## src/rtl/wb_merge_queue.sv

```systemverilog
// wb_merge_queue
//   Write-back merge stage. Results from the fixed-latency ALU pipe (port A)
//   and the variable-latency MAC/load path (port B) are buffered in two
//   circular FIFOs. Each accepted entry is tagged with an arrival stamp. A
//   single write-back stream is emitted in global arrival order, so the later
//   of two writes to the same index always lands last.
//
// Ports
//   clock, reset             rising-edge clock, asynchronous active-low reset
//   I_A_Valid/Index/Data     ALU result push
//   I_B_Valid/Index/Data     MAC/load result push
//   I_Stall                  downstream stall; blocks pops, queues still fill
//   O_A_Full, O_B_Full       queue holds DEPTH entries
//   O_WB_Valid/Index/Data    registered write-back; one write per valid cycle
//   O_Empty                  both queues empty and no write-back in flight
//   O_Overflow               sticky: a push hit a full queue (cleared by reset)
module wb_merge_queue #(
  parameter int DEPTH      = 4,
  parameter int WIDTH_IDX  = 8,
  parameter int WIDTH_DATA = 32
) (
  input  logic                  clock,
  input  logic                  reset,
  input  logic                  I_A_Valid,
  input  logic [WIDTH_IDX-1:0]  I_A_Index,
  input  logic [WIDTH_DATA-1:0] I_A_Data,
  input  logic                  I_B_Valid,
  input  logic [WIDTH_IDX-1:0]  I_B_Index,
  input  logic [WIDTH_DATA-1:0] I_B_Data,
  input  logic                  I_Stall,
  output logic                  O_A_Full,
  output logic                  O_B_Full,
  output logic                  O_WB_Valid,
  output logic [WIDTH_IDX-1:0]  O_WB_Index,
  output logic [WIDTH_DATA-1:0] O_WB_Data,
  output logic                  O_Empty,
  output logic                  O_Overflow
);

  localparam int PW          = $clog2(DEPTH);
  localparam int CW          = PW + 1;
  localparam int WIDTH_STAMP = PW + 2;

  // Queue 0 is port A, queue 1 is port B.
  logic [WIDTH_IDX-1:0]   mem_idx   [2][DEPTH];
  logic [WIDTH_DATA-1:0]  mem_data  [2][DEPTH];
  logic [WIDTH_STAMP-1:0] mem_stamp [2][DEPTH];

  logic [PW-1:0]          wr_ptr [2];
  logic [PW-1:0]          rd_ptr [2];
  logic [CW-1:0]          count  [2];
  logic [WIDTH_STAMP-1:0] stamp;

  logic                   in_valid [2];
  logic [WIDTH_IDX-1:0]   in_idx   [2];
  logic [WIDTH_DATA-1:0]  in_data  [2];
  logic [WIDTH_STAMP-1:0] in_stamp [2];

  logic                   full     [2];
  logic                   nonempty [2];
  logic                   push     [2];
  logic                   pop      [2];
  logic                   drop;
  logic [WIDTH_STAMP-1:0] stamp_next;

  logic [WIDTH_STAMP-1:0] head_stamp [2];
  logic [WIDTH_STAMP-1:0] stamp_diff;
  logic                   b_older;
  logic                   sel_b;
  logic                   pop_any;
  logic [WIDTH_IDX-1:0]   sel_idx;
  logic [WIDTH_DATA-1:0]  sel_data;

  always_comb begin
    in_valid[0] = I_A_Valid;
    in_idx[0]   = I_A_Index;
    in_data[0]  = I_A_Data;
    in_valid[1] = I_B_Valid;
    in_idx[1]   = I_B_Index;
    in_data[1]  = I_B_Data;
  end

  // Push acceptance looks at the pre-edge count, so a same-edge pop never
  // makes room for a push into a full queue.
  always_comb begin
    drop = 1'b0;
    for (int unsigned q = 0; q < 2; q++) begin
      full[q]     = (count[q] == CW'(DEPTH));
      nonempty[q] = (count[q] != '0);
      push[q]     = in_valid[q] && !full[q];
      drop        = drop | (in_valid[q] & full[q]);
    end
  end

  // Simultaneous pushes: A takes S, B takes S+1, so A counts as older.
  always_comb begin
    in_stamp[0] = stamp;
    in_stamp[1] = push[0] ? stamp + WIDTH_STAMP'(1) : stamp;
    stamp_next  = stamp + WIDTH_STAMP'(push[0]) + WIDTH_STAMP'(push[1]);
  end

  // Modular age compare: with at most 2*DEPTH live entries the stamp
  // difference stays within half the stamp range, so its MSB is the sign.
  always_comb begin
    head_stamp[0] = mem_stamp[0][rd_ptr[0]];
    head_stamp[1] = mem_stamp[1][rd_ptr[1]];
    stamp_diff    = head_stamp[0] - head_stamp[1];
    b_older       = !stamp_diff[WIDTH_STAMP-1] && (stamp_diff != '0);
    sel_b         = nonempty[1] && (!nonempty[0] || b_older);
    pop_any       = !I_Stall && (nonempty[0] || nonempty[1]);
    pop[0]        = pop_any && !sel_b;
    pop[1]        = pop_any && sel_b;
    sel_idx       = sel_b ? mem_idx[1][rd_ptr[1]]  : mem_idx[0][rd_ptr[0]];
    sel_data      = sel_b ? mem_data[1][rd_ptr[1]] : mem_data[0][rd_ptr[0]];
  end

  // Storage needs no reset: an entry is only ever read after being written.
  always_ff @(posedge clock) begin
    for (int unsigned q = 0; q < 2; q++) begin
      if (push[q]) begin
        mem_idx[q][wr_ptr[q]]   <= in_idx[q];
        mem_data[q][wr_ptr[q]]  <= in_data[q];
        mem_stamp[q][wr_ptr[q]] <= in_stamp[q];
      end
    end
  end

  always_ff @(posedge clock or negedge reset) begin
    if (!reset) begin
      for (int unsigned q = 0; q < 2; q++) begin
        wr_ptr[q] <= '0;
        rd_ptr[q] <= '0;
        count[q]  <= '0;
      end
      stamp      <= '0;
      O_WB_Valid <= 1'b0;
      O_WB_Index <= '0;
      O_WB_Data  <= '0;
      O_Overflow <= 1'b0;
    end else begin
      for (int unsigned q = 0; q < 2; q++) begin
        if (push[q]) wr_ptr[q] <= wr_ptr[q] + PW'(1);
        if (pop[q])  rd_ptr[q] <= rd_ptr[q] + PW'(1);
        count[q] <= count[q] + CW'(push[q]) - CW'(pop[q]);
      end
      stamp      <= stamp_next;
      O_WB_Valid <= pop_any;
      if (pop_any) begin
        O_WB_Index <= sel_idx;
        O_WB_Data  <= sel_data;
      end
      if (drop) O_Overflow <= 1'b1;
    end
  end

  assign O_A_Full = full[0];
  assign O_B_Full = full[1];
  assign O_Empty  = !nonempty[0] && !nonempty[1] && !O_WB_Valid;

endmodule

```

## config.mk

```make
export PLATFORM = sky130hd
export DESIGN_NAME = wb_merge_queue
export DESIGN_NICKNAME = d
export VERILOG_FILES = /design/src/rtl/wb_merge_queue.sv
export SDC_FILE = /design/constraint.sdc
export NUM_CORES = 1
export LEC_CHECK = 0
export CAP_MARGIN = 0
export CORE_ASPECT_RATIO = 1.2
export CORE_MARGIN = 1
export CORE_UTILIZATION = 50
export DETAILED_ROUTE_END_ITERATION = 10
export PLACE_DENSITY = 0.8
export SKIP_LAST_GASP = 1
export SLEW_MARGIN = 30
export SYNTH_ARGS = -nofsm -noshare
export SYNTH_HDL_FRONTEND = slang
export SYNTH_SLANG_ARGS = --single-unit
```

## constraint.sdc

```tcl
create_clock -name clock -period 4.9 [get_ports clock]
set_input_delay 0.98 -clock clock [delete_from_list [all_inputs] [get_ports clock]]
set_output_delay 0.98 -clock clock [all_outputs]
set_load 0.1 [all_outputs]
```

==> impl_results.md <==
* Status: finished, violations left
* Failing checks: design-rule violations
* WP data arrival at 4.81 ns
* Fmax at 227 MHz
* Storage cell area at 12100 um^2
* Number of buffers added on ports at 129
* # hold bufs at CTS at 0
* Filler instances at 2127
* First-pass GRT wire length at 49300 um
* HP Class: in2async
* Final Hold Fails at 0
* #FFs+latches synth at 412
* Initial Util at 50.6%
* Drt pass-1 iters at 8
* DRT iter0 DRCs at 653
* Critical Path End Type: flop
* Final wirelength at 32700 um
* Pwr Density at 728 nW/um^2
* Final core utilization at 61.0%
* CTS tree: built
* Initial antenna violation count at 1
* Actual slew at the worst max-slew pin at 1.00 ns
* Via Count at 7727
* PostCTS Resize Cnt at 0
* Net count after synthesis at 850
* WHS at 0.437 ns
* Placed Area at 17700 um^2
* Max-Cap Viols at 0
* Bufs on Longest Clock Path at 3
* Share of layout cells above drive strength 1 at 21.3%
* Worst slew margin at 33.1%
* Tmin final at 4.41 ns
* Post-DP HPWL at 19500 um
* Leakage power at 6.56 nW
* Post-CTS setup buffers at 0
* Die Span X at 164 um
* RSZ-0062 raised after global routing: false
* Global route total overflow at 0
* Unique cell type count in the Yosys netlist at 42
* Core Footprint at 31300 um^2
* Final nets at 1009
* Standard-cell rows at 71
* Reg clk slew, reported paths at 0.06 ns
* Root Driver: clkbuf_16
* Main flop type after synthesis: edfxtp_1
* Setup WS pre-CTS at 0.550 ns
* Final Cycle Share at 89.9%
* Post-synth top area share at 66.8%
* Routed WL per cell at 24.5 um
* Max H-tree Level at 2
* CP max FO at 16
* Total GRT Usage at 21.2%
* ANT nets after route at 0
* Synth Instances at 744
* Clock sinks at 412
* Slew Viols, Final at 0
* Die Height at 197 um
* Sequential fraction of the synthesis area at 76.2%
* Post-route cell area at 19100 um^2
* Final TNS setup at 0 ns
* Maximum vdd drop at 0.578 mV
* Setup CP Type: reg2reg
* Startpoint Class: flop
* Number of global-route vias before repair at 8206
* CTS buffer count at 41
* Syn avg cell area at 21.3 um^2
* Post-synthesis cell area at 15800 um^2
* Top post-synthesis cells by area: edfxtp_1 67%, mux4_2 13%, dfrtp_1 9.5%, a221o_1 2.4%, and2_1 1.9%
* DRC viols at 2
* Clk Latency, worst-skew pair at 0.55 ns
* Die area at 32400 um^2
* Synth warn at 0
* Placer Congestion at 0.827
* I/O pins at 130
* DR vias/cell at 5.78
* Clock skew at 0.0265 ns
* Setup Viol. Count Final at 0
* Synth area leader: edfxtp_1
* Asr flop ratio synth at 14.6%
* Largest net degree at the start of global routing at 61
* Area growth syn-to-layout at 20.4%
* CP required at 5.31 ns
* Footprint of the multi-input gates at 3520 um^2
* Number of synthesized flops with an enable pin at 352
* Final WS setup at 0.494 ns
cell usage in the layout (no fill, tap or decap), types with 9 or more instances in the layout:
| master | n |
|---|---|
| dfrtp_1 | 56 |
| edfxtp_1 | 352 |
| ha_1 | 17 |
| xnor2_1 | 11 |
| inv_1 | 24 |
| buf_4 | 22 |
| clkdlybuf4s50_1 | 125 |
| clkbuf_16 | 42 |
| a21oi_1 | 9 |
| a221o_1 | 38 |
| and2_1 | 39 |
| mux4_2 | 88 |
sequential cells by signal, indices dropped and copies added (netlist names):
| signal | cells |
|---|---|
| mem_data | 256 |
| mem_idx | 64 |
| O_WB_Data | 32 |
| mem_stamp | 32 |
| O_WB_Index | 8 |
| count | 6 |
| rd_ptr | 4 |
| stamp | 4 |
| wr_ptr | 4 |
| O_Overflow | 1 |
| O_WB_Valid | 1 |
kinds of logic (layout without fill, tap and decap cells):
logic type	count (synthesis)	count (layout)	synth area share, %
DFF	412	412	76.2
muxes	91	91	12.7
and+or+nand+nor	76	76	2.86
AOI/OAI and AO/OA	65	65	3.63
buffers and inverters	62	254	1.68
adders and majority gates	21	21	1.85
xor gates and xnor gates	17	17	1.04
other	0	1	0
layout make-up:
| class | count | share of cell area (%) |
|---|---|---|
| clock buffer | 56 | 6.15 |
| inverter | 26 | 0.512 |
| tap | 401 | 2.63 |
| antenna | 1 | 0.0131 |
| clock inverter | 20 | 1.12 |
| timing repair buffer | 152 | 7.75 |
| multi-input combinational | 270 | 18.5 |
| sequential | 412 | 63.4 |
through the flow:
| stage | power, W | std cells |
|---|---|---|
| final | 0.0139 | 1338 |
| after CTS | 0.0140 | 1337 |
| after floorplan | 0.00929 | 744 |
| after global routing | 0.0145 | 1338 |
| after detailed placement | 0.0108 | 1261 |
| after global placement | 0.0107 | 1261 |
Yosys cell counts (2+ instances only):
master / number
buf_2: 5
dfrtp_1: 60
and3_1: 3
o21ai_1: 3
nand2_1: 8
buf_6: 3
xnor2_1: 11
a211oi_1: 3
nor3b_1: 3
inv_2: 2
a21oi_1: 9
o21ai_0: 2
buf_1: 2
a21boi_1: 2
nor2b_1: 3
mux2i_1: 2
ha_1: 17
nor3_1: 3
a221o_1: 38
edfxtp_1: 352
xor2_1: 5
a31o_1: 3
nor2_1: 3
clkbuf_1: 25
fa_1: 4
inv_1: 24
mux4_2: 88
and2_1: 47
metal layers:
metal  up-vias  part of all wire [%]  global-route usage (%)
li1       3343                     -                       -
met1      4079                    39                    26.8
met2       252                    53                    37.2
met3        53                   5.4                    3.75
met4         0                   2.0                    6.35
met5         -                     0                       0
where the power goes:
part / total, W / internal, W / switching (W)
sequential: 0.00527 / 0.00482 / 0.000454
combinational: 0.00548 / 0.00205 / 0.00343
clock: 0.00313 / 0.00185 / 0.00128
worst max-delay path, cell delays in order, from the launching register on:
cell,delay (ns)
dfrtp_4,0.64
mux4_2,0.54
inv_1,0.07
ha_1,0.16
inv_1,0.05
fa_1,0.39
xnor2_1,0.16
and3b_1,0.20
or4_1,0.69
a31oi_4,0.22
ha_1,0.25
inv_1,0.06
ha_1,0.13
inv_1,0.05
fa_1,0.37
xnor2_1,0.15
xnor2_1,0.13
path summary, 6_finish.rpt:
check                                   to  startpoint  slack [ns]  depth (start not counted)
worst max-delay path              count[2]   rd_ptr[2]        0.49                         16
worst min-delay path            O_Overflow       reset        0.44                          1
worst max register to register    count[2]   rd_ptr[2]        0.49                         16
worst min register to register  O_Overflow  O_Overflow        0.49                          1
max in group asynchronous        rd_ptr[0]       reset        3.93                          1
min in group clock              O_Overflow  O_Overflow        0.49                          1
Power figures use the tool's default switching activity.
